[src/rtl/btn_pkg.sv]
// Shared FSM state encoding, default parameters and a configuration range helper
// for the btn_debounce block.
package btn_pkg;

    typedef enum logic [1:0] {
        ST_IDLE      = 2'd0,
        ST_CHK_PRESS = 2'd1,
        ST_HELD      = 2'd2,
        ST_CHK_REL   = 2'd3
    } btn_state_e;

    localparam int DEF_NB_BTN          = 4;
    localparam int DEF_NB_CNT          = 20;
    localparam int DEF_DEBOUNCE_CYCLES = 1000000;
    localparam int DEF_NB_RPT          = 26;
    localparam int DEF_REPEAT_CYCLES   = 50000000;

    // True when 1 <= value <= 2**width - 1, i.e. the value fits a width-bit counter.
    function automatic bit cfg_in_range(input longint value, input int width);
        return (value >= 1) && (value < (longint'(1) << width));
    endfunction

endpackage

[src/rtl/btn_debounce_ch.sv]
// One button channel: 2-flop synchronizer, debounce FSM with saturating counter,
// registered press/release pulses. Optional auto-repeat under BTN_AUTOREPEAT_EN.
//
// state        | meaning
// -------------+------------------------------------------------------------
// ST_IDLE      | level 0, waiting for the synchronized input to go high
// ST_CHK_PRESS | input high, counting stable cycles before accepting a press
// ST_HELD      | level 1, press accepted (auto-repeat timer runs here)
// ST_CHK_REL   | input low, counting stable cycles before accepting a release
module btn_debounce_ch
    import btn_pkg::*;
#(
    parameter int NB_CNT          = DEF_NB_CNT,
    parameter int DEBOUNCE_CYCLES = DEF_DEBOUNCE_CYCLES,
    parameter int NB_RPT          = DEF_NB_RPT,
    parameter int REPEAT_CYCLES   = DEF_REPEAT_CYCLES
)
(
    input  logic clock,
    input  logic i_reset,
    input  logic btn_i,
    output logic level_o,
    output logic press_o,
    output logic release_o
);

    if (!cfg_in_range(longint'(DEBOUNCE_CYCLES), NB_CNT)) begin : g_bad_debounce
        $error("btn_debounce_ch: DEBOUNCE_CYCLES must be 1 .. 2**NB_CNT-1");
    end
    if (!cfg_in_range(longint'(REPEAT_CYCLES), NB_RPT)) begin : g_bad_repeat
        $error("btn_debounce_ch: REPEAT_CYCLES must be 1 .. 2**NB_RPT-1");
    end

    localparam logic [NB_CNT-1:0] CNT_TC  = NB_CNT'(DEBOUNCE_CYCLES);
    localparam logic [NB_CNT-1:0] CNT_ONE = NB_CNT'(1);

    logic [1:0]        sync_q;
    logic              s;
    btn_state_e        state_q, state_d;
    logic [NB_CNT-1:0] cnt_q, cnt_d;
    logic              level_q, level_d;
    logic              press_q, press_d;
    logic              release_q, release_d;
    logic              fsm_press;

    assign s = sync_q[1];

    always_ff @(posedge clock) begin
        if (i_reset) begin
            sync_q    <= 2'b00;
            state_q   <= ST_IDLE;
            cnt_q     <= '0;
            level_q   <= 1'b0;
            press_q   <= 1'b0;
            release_q <= 1'b0;
        end else begin
            sync_q    <= {sync_q[0], btn_i};
            state_q   <= state_d;
            cnt_q     <= cnt_d;
            level_q   <= level_d;
            press_q   <= press_d;
            release_q <= release_d;
        end
    end

    always_comb begin
        state_d   = state_q;
        cnt_d     = cnt_q;
        level_d   = level_q;
        fsm_press = 1'b0;
        release_d = 1'b0;
        unique case (state_q)
            ST_IDLE: begin
                if (s) begin
                    state_d = ST_CHK_PRESS;
                    cnt_d   = CNT_ONE;
                end
            end
            ST_CHK_PRESS: begin
                if (!s) begin
                    state_d = ST_IDLE;
                    cnt_d   = '0;
                end else if (cnt_q == CNT_TC) begin
                    state_d   = ST_HELD;
                    cnt_d     = '0;
                    level_d   = 1'b1;
                    fsm_press = 1'b1;
                end else begin
                    cnt_d = cnt_q + CNT_ONE;
                end
            end
            ST_HELD: begin
                if (!s) begin
                    state_d = ST_CHK_REL;
                    cnt_d   = CNT_ONE;
                end
            end
            ST_CHK_REL: begin
                if (s) begin
                    state_d = ST_HELD;
                    cnt_d   = '0;
                end else if (cnt_q == CNT_TC) begin
                    state_d   = ST_IDLE;
                    cnt_d     = '0;
                    level_d   = 1'b0;
                    release_d = 1'b1;
                end else begin
                    cnt_d = cnt_q + CNT_ONE;
                end
            end
            default: begin
                state_d = ST_IDLE;
                cnt_d   = '0;
                level_d = 1'b0;
            end
        endcase
    end

`ifdef BTN_AUTOREPEAT_EN
    localparam logic [NB_RPT-1:0] RPT_TC  = NB_RPT'(REPEAT_CYCLES);
    localparam logic [NB_RPT-1:0] RPT_ONE = NB_RPT'(1);

    logic [NB_RPT-1:0] rpt_q, rpt_d;
    logic              rpt_pulse;

    always_ff @(posedge clock) begin
        if (i_reset) begin
            rpt_q <= '0;
        end else begin
            rpt_q <= rpt_d;
        end
    end

    // Any entry into HELD (press or bounce back from CHK_REL) restarts the period.
    always_comb begin
        rpt_d     = '0;
        rpt_pulse = 1'b0;
        if (state_d == ST_HELD) begin
            if (state_q != ST_HELD) begin
                rpt_d = RPT_ONE;
            end else if (rpt_q == RPT_TC) begin
                rpt_d     = RPT_ONE;
                rpt_pulse = 1'b1;
            end else begin
                rpt_d = rpt_q + RPT_ONE;
            end
        end
    end

    assign press_d = fsm_press | rpt_pulse;
`else
    assign press_d = fsm_press;
`endif

    assign level_o   = level_q;
    assign press_o   = press_q;
    assign release_o = release_q;

endmodule

[src/rtl/btn_debounce.sv]
// NB_BTN independent debounced button channels with one-cycle press/release pulses.
// Auto-repeat of o_press while held is enabled by defining BTN_AUTOREPEAT_EN.
module btn_debounce
    import btn_pkg::*;
#(
    parameter int NB_BTN          = DEF_NB_BTN,
    parameter int NB_CNT          = DEF_NB_CNT,
    parameter int DEBOUNCE_CYCLES = DEF_DEBOUNCE_CYCLES,
    parameter int NB_RPT          = DEF_NB_RPT,
    parameter int REPEAT_CYCLES   = DEF_REPEAT_CYCLES
)
(
    input  logic              clock,
    input  logic              i_reset,
    input  logic [NB_BTN-1:0] i_btn,
    output logic [NB_BTN-1:0] o_level,
    output logic [NB_BTN-1:0] o_press,
    output logic [NB_BTN-1:0] o_release
);

    for (genvar g = 0; g < NB_BTN; g++) begin : g_ch
        btn_debounce_ch #(
            .NB_CNT          (NB_CNT),
            .DEBOUNCE_CYCLES (DEBOUNCE_CYCLES),
            .NB_RPT          (NB_RPT),
            .REPEAT_CYCLES   (REPEAT_CYCLES)
        ) u_ch (
            .clock     (clock),
            .i_reset   (i_reset),
            .btn_i     (i_btn[g]),
            .level_o   (o_level[g]),
            .press_o   (o_press[g]),
            .release_o (o_release[g])
        );
    end

endmodule

[config.mk]
export PLATFORM = sky130hd
export DESIGN_NAME = btn_debounce
export DESIGN_NICKNAME = d
export VERILOG_FILES = /design/src/rtl/btn_pkg.sv /design/src/rtl/btn_debounce_ch.sv /design/src/rtl/btn_debounce.sv
export SDC_FILE = /design/constraint.sdc
export NUM_CORES = 1
export LEC_CHECK = 0
export ABC_AREA = 1
export ABC_CLOCK_PERIOD_IN_PS = 1650
export CAP_MARGIN = 20
export CORE_ASPECT_RATIO = 1.1
export CORE_MARGIN = 3
export CORE_UTILIZATION = 61
export DETAILED_ROUTE_END_ITERATION = 8
export GPL_TIMING_DRIVEN = 0
export PLACE_DENSITY = 0.91
export REMOVE_ABC_BUFFERS = 1
export SLEW_MARGIN = 30
export SYNTH_ARGS = -nofsm -noshare
export SYNTH_HDL_FRONTEND = slang
export SYNTH_HIERARCHICAL = 1
export SYNTH_SLANG_ARGS = --single-unit
[constraint.sdc]
create_clock -name clock -period 1.65 [get_ports clock]
set_input_delay 0.33 -clock clock [delete_from_list [all_inputs] [get_ports clock]]
set_output_delay 0.33 -clock clock [all_outputs]
set_load 0.005 [all_outputs]
# ---- After elaboration in Yosys (flattened, before gate mapping)
# Index checks and enable logic that the tools add are counted.
dict set report word_totals {
  reg_bits 108
  input_bits 6
  out_inout_bits 12
  elab_cells 192
}
dict set report classes {
  addsub 4
  n_eq_ne 48
  mux 76
  bitwise 12
  reduce_logical 28
}
# cell count
set op_table {}
lappend op_table {{two-way mux 20 bit} 20}
lappend op_table {{one-hot mux 20 bit (4 select lines)} 4}
lappend op_table {{adder 20 x 1 -> 20 bit (second input constant)} 4}
lappend op_table {{== test 20 bit (second input constant)} 4}
lappend op_table {{two-way mux 2 bit} 24}
lappend op_table {{!= test 2 x 1 -> 1 bit (second input constant)} 16}
lappend op_table {{one-hot mux 2 bit (4 select lines)} 4}
lappend op_table {{OR reduction 3 bit} 8}
lappend op_table {{two-way mux 1 bit} 20}
lappend op_table {{AND reduction 5 bit} 4}
lappend op_table {{== test 2 bit (second input constant)} 8}
lappend op_table {{!= test 2 bit (second input constant)} 8}
lappend op_table {{AND reduction 4 bit} 4}
lappend op_table {{!= test 3 x 1 -> 1 bit (second input constant)} 4}
lappend op_table {{!= test 3 bit (second input constant)} 4}
lappend op_table {{NOT 1 bit} 12}
lappend op_table {{== test 2 x 1 -> 1 bit (second input constant)} 4}
lappend op_table {{zero test 2 bit} 4}
lappend op_table {{one-hot mux 1 bit (2 select lines)} 4}
lappend op_table {{AND reduction 2 bit} 4}
lappend op_table {{nonzero test 2 bit} 4}

# ---- Logic depth before layout (Yosys ltp)
dict set report depth {
  ltp_word 4
  depth_mapped 12
  ltp_nobuf 12
}

# ---- By module
# Netlist, hierarchy kept.
# mod instances cells_each area_each_um2 seq_area_each_um2
set modules_own_cells {}
lappend modules_own_cells {{btn_debounce_ch at g_ch[1].u_ch ...} 2 259 1607.8 540.5}
lappend modules_own_cells {{btn_debounce_ch at g_ch[3].u_ch} 1 254 1614.0 540.5}
lappend modules_own_cells {{btn_debounce_ch at g_ch[0].u_ch} 1 249 1572.8 540.5}

# ---- Worst setup path after synthesis
# OpenSTA, ideal clock, no wires.
dict set report synth_path {
  kind {reg2reg}
  from {reg g_ch[1].u_ch.cnt_q[0]}
  to {reg g_ch[1].u_ch.cnt_q[12]}
  arrival_ns 1.277
  slack_ns 0.254
  stages_incl_launch_ff 9
  path_buffers 0
  period_less_slack_ns 1.396
  cell_sequence {dfxtp_1 -> ha_1 -> nand2_1 -> nor2_1 -> nand2_1 -> nor2_1 -> inv_1 -> o21ai_1 -> a21oi_1}
}
dict set report synth_via {
  elab_chain_len 4
}
# element line_no
set synth_lines {}
lappend synth_lines {{start, declared} btn_debounce_ch.sv:40} ;# logic [NB_CNT-1:0] cnt_q, cnt_d;
lappend synth_lines {{start signal, assigned} btn_debounce_ch.sv:59} ;# cnt_q <= cnt_d;
lappend synth_lines {{adder 20 x 1 -> 20 bit / == test 20 bit (equally long branches)} n/a}
lappend synth_lines {{two-way mux 20 bit *} {btn_debounce_ch.sv:83, btn_debounce_ch.sv:102}}
lappend synth_lines {{two-way mux 20 bit, on equally long branches} {btn_debounce_ch.sv:99, btn_debounce_ch.sv:80}}
lappend synth_lines {{one-hot mux 20 bit (4 select lines) *} btn_debounce_ch.sv:72} ;# unique case (state_q)
# Mark *: on every way between the ends. The rest lies on a longest branch, timed or not.
# A chain may end at the register's enable or synchronous reset.

# ---- Worst setup path after layout
dict set report layout_path {
  from {reg g_ch[2].u_ch.cnt_q[0]}
  to {reg g_ch[2].u_ch.cnt_q[12]}
}
dict set report layout_via {
  elab_chain_len 4
}
# element line_no
set layout_lines {}
lappend layout_lines {{start, declared} btn_debounce_ch.sv:40}
lappend layout_lines {{start signal, assigned} btn_debounce_ch.sv:59}
lappend layout_lines {{adder 20 x 1 -> 20 bit / == test 20 bit (equally long branches)} n/a}
lappend layout_lines {{two-way mux 20 bit *} {btn_debounce_ch.sv:83, btn_debounce_ch.sv:102}}
lappend layout_lines {{two-way mux 20 bit, on equally long branches} {btn_debounce_ch.sv:99, btn_debounce_ch.sv:80}}
lappend layout_lines {{one-hot mux 20 bit (4 select lines) *} btn_debounce_ch.sv:72}
# Marks and branches as above.

==> results.py <==
metrics = {
    "floorplan": {
        "dieWidth_um": 104,
        "start_util": 0.638,
        "die_y_um": 113,
        "core-area_mm2": 0.0100,
        "dieArea_mm2": 0.0118,
        "num_io_pins": 18,
        "rows": 38,
    },
    "timing": {
        "finalCritPeriodShare": 0.972,
        "fin_crit_ps": 1600,
        "rsz0062_at_grt": "yes",
        "clock.fmax_ghz": 0.623,
        "slew_headroom": 0.666,
        "hold_viol": 0,
        "setup_viol": 0,
        "fin_skew_ps": 12.3,
        "finalMaxSlewViolations": 0,
        "worst_pin_slew_ps": 500,
    },
    "route": {
        "drcViolationCount": 0,
        "wl_per_cell_um": 12.2,
        "vias": 6335,
        "ant_nets": 0,
        "vias_per_cell": 5.34,
        "totalWireLength_um": 14500,
        "drtIter0Drc": 441,
        "first_pass_iters": 6,
    },
    "synth": {
        "synth_seq_cells": 108,
        "synth-edff-count": 0,
        "synthTopCellsByArea": "dfxtp_1 34%, nand2_1 18%, inv_1 7.9%",
        "netlist.area_leader.share": 0.338,
        "synth_area_per_cell_um2": 6.27,
        "synth-async-reset-ratio": 0,
        "yosysUniqueCellTypes": 37,
        "synth_cells": 1021,
        "yosys_warnings": 6,
        "yosysTopAreaCell": "dfxtp_1",
        "synth_area_mm2": 0.00640,
        "synth-main-ff-cell": "dfxtp_1",
        "synth-seq-area-share": 0.338,
    },
    "cells_and_area": {
        "n_antenna_cell": 0,
        "stdcell_count": 1187,
        "areaGrowthSynthToFinish_pct": 11.2,
        "final_layout_size_suffix_gt1_frac": 0.138,
        "nets": 1057,
        "final_area_mm2": 0.00712,
    },
    "critical_path": {
        "endpoint": "g_ch[2].u_ch/cnt_q[12]",
        "cp-start-kind": "register",
        "cp_data_arrival_time_ps": 1900,
        "crit_path_max_fanout": 4,
        "worstSetupStartpoint": "g_ch[2].u_ch/cnt_q[0]",
        "r2r_start": "g_ch[2].u_ch/cnt_q[0]",
        "rrSetupSlack_ps": 50,
        "rr_worst_depth": 8,
        "critical_path_required_ps": 1940,
        "worstSetupPathType": "register to register",
        "end_kind": "register",
        "r2r-end": "g_ch[2].u_ch/cnt_q[12]",
    },
    "run_status": {
        "status": "finished clean",
    },
    "clocking": {
        "ctsLongestPathBuffers": 2,
        "worstSkewPairLatency_ps": 390,
        "htree_levels": 3,
        "cts_root_buf": "clkbuf_8",
        "path_clk_slew_ps": 100,
        "numCtsBuffers": 9,
        "clock-sinks": 108,
        "cts_tree": "yes",
    },
    "pwr": {
        "combPwrFrac": 0.071,
        "vdd_drop_max_v": 0.000437,
        "intPower_mw": 3.30,
        "p_sw_mw": 1.20,
        "p_seq_frac": 0.594,
        "switching_share": 0.268,
        "leakagePower_nw": 2.60,
        "cellPowerDensity_mw_per_mm2": 632,
        "pwr-share-clk": 0.335,
    },
    "place": {
        "dp_cells": 1158,
        "portBuffers": 17,
        "hpwl_um": 9580,
        "place_area_mm2": 0.00666,
        "gp_congestion": 0.908,
    },
    "grt": {
        "grt_overflow": 0,
        "grt_pass1_wl_um": 25000,
        "grtUsageTotal": 0.249,
        "first_global_vias": 5906,
        "grt_start_max_net_pins": 35,
        "antenna_found_initial": 0,
    },
    "min_path": {
        "hold_path_class": "input port to register",
    },
    "run": {
        "drv_cap": 0,
    },
}
-- power groups by stage --
stage	clock, mW	sequential [mW]	combinational, mW
after floorplan	0	2.72	0.169
after global placement	0	2.72	0.266
after detailed placement	0	2.73	0.290
after CTS	1.55	2.67	0.301
after global routing	1.65	2.68	0.360
final	1.51	2.67	0.319
-- cell families (layout without fill, tap and decap cells) --
kind of cell,count (synthesis),in the layout,share of synthesized area
AOI/OAI and AO/OA,134,134,0.115
xor gates and xnor gates,13,13,0.0201
adders and majority gates,8,8,0.0156
buffers and inverters,165,191,0.104
DFF,108,108,0.338
and+or+nand+nor,593,593,0.407
-- cell type report --
class | count | area, um2
multi-input cells | 748 | 3690
fillers | 846 | 2920
flip-flops and latches | 108 | 2180
inverters | 143 | 537
repair buffers | 33 | 354
well taps | 140 | 175
clock buffers | 9 | 124
clock inverters | 6 | 50.0
-- critical path: stages, from the launching register on --
cell     delay, ps
dfxtp_2        370
ha_2           230
nand2_1        140
nor2_2         170
nand2_2        130
nor2_2         160
inv_1           90
o21ai_1        140
a21oi_1         70
-- worst min-delay path by stage --
| stage | endpoint | depth (start not counted) | from | slack [ps] |
|---|---|---|---|---|
| detailed placement | g_ch[3].u_ch/sync_q[1] | 2 | g_ch[3].u_ch/sync_q[0] | 400 |
| CTS | g_ch[3].u_ch/sync_q[1] | 2 | i_reset | 340 |
| global placement | g_ch[3].u_ch/sync_q[1] | 2 | g_ch[3].u_ch/sync_q[0] | 390 |
| global route | g_ch[1].u_ch/cnt_q[8] | 2 | i_reset | 360 |
| floorplan | g_ch[0].u_ch/sync_q[1] | 2 | g_ch[0].u_ch/sync_q[0] | 390 |
| finish | g_ch[1].u_ch/cnt_q[8] | 2 | i_reset | 350 |
-- synth_stat cells, drive strengths merged (3+ instances only) --
| library cell | n |
|---|---|
| xnor2 | 3 |
| ha | 8 |
| nor2 | 150 |
| o21a | 4 |
| nand4 | 17 |
| inv | 141 |
| dfxtp | 108 |
| clkbuf | 8 |
| nor3 | 29 |
| buf | 14 |
| nand3 | 74 |
| o21ai | 52 |
| nand2 | 317 |
| a21oi | 73 |
| xor2 | 10 |
-- sequential cells by signal, indices dropped and copies added (netlist names), named ones only --
| register | cells |
|---|---|
| g_ch.u_ch/release_o | 4 |
| g_ch.u_ch/press_o | 4 |
| g_ch.u_ch/level_o | 4 |
| g_ch.u_ch/sync_q | 8 |
| g_ch.u_ch/cnt_q | 80 |
| g_ch.u_ch/state_q | 4 |
-- per-layer routing --
metal,vias up,track usage,wire length [um]
li1,3253,-,-
met1,2883,0.307,6370
met2,175,0.436,7140
met3,24,0.0362,665
met4,0,0.114,302
met5,-,0,0
-- repair_timing --
item,in CTS,in global routing
pin swaps,4,6
gates resized for setup,4,48
buffers inserted,8,6
setup endpoints to repair,32,72
hold buffers,0,0
-- through the flow --
step           hold WS, ps  total power [mW]  TNS, ps   util  worst slack (ps)
2_1_floorplan          388              2.89        0      -              26.5
3_3_place_gp           393              2.99  -194310  0.660             -2690
3_5_place_dp           400              3.02     -466  0.663             -58.9
4_1_cts                336              4.52    -30.7  0.693             -19.2
5_1_grt                360              4.69     -156  0.709             -31.8
6_report               353              4.50        0  0.709              46.0
-- cell usage in the layout, fill, tap and decap left out, types with 14 or more instances in the layout --
cell and count:
nor2_4 16, inv_1 132, dfxtp_1 92, nor2_2 17
nand2_2 14, nor2_1 117, nand4_1 17, nand3_2 14
nand3_1 60, nor3_1 27, a21oi_1 59, dfxtp_2 16
clkdlybuf4s50_1 16, o21ai_0 49, nand2_1 302
Power figures use the tool's default switching activity.
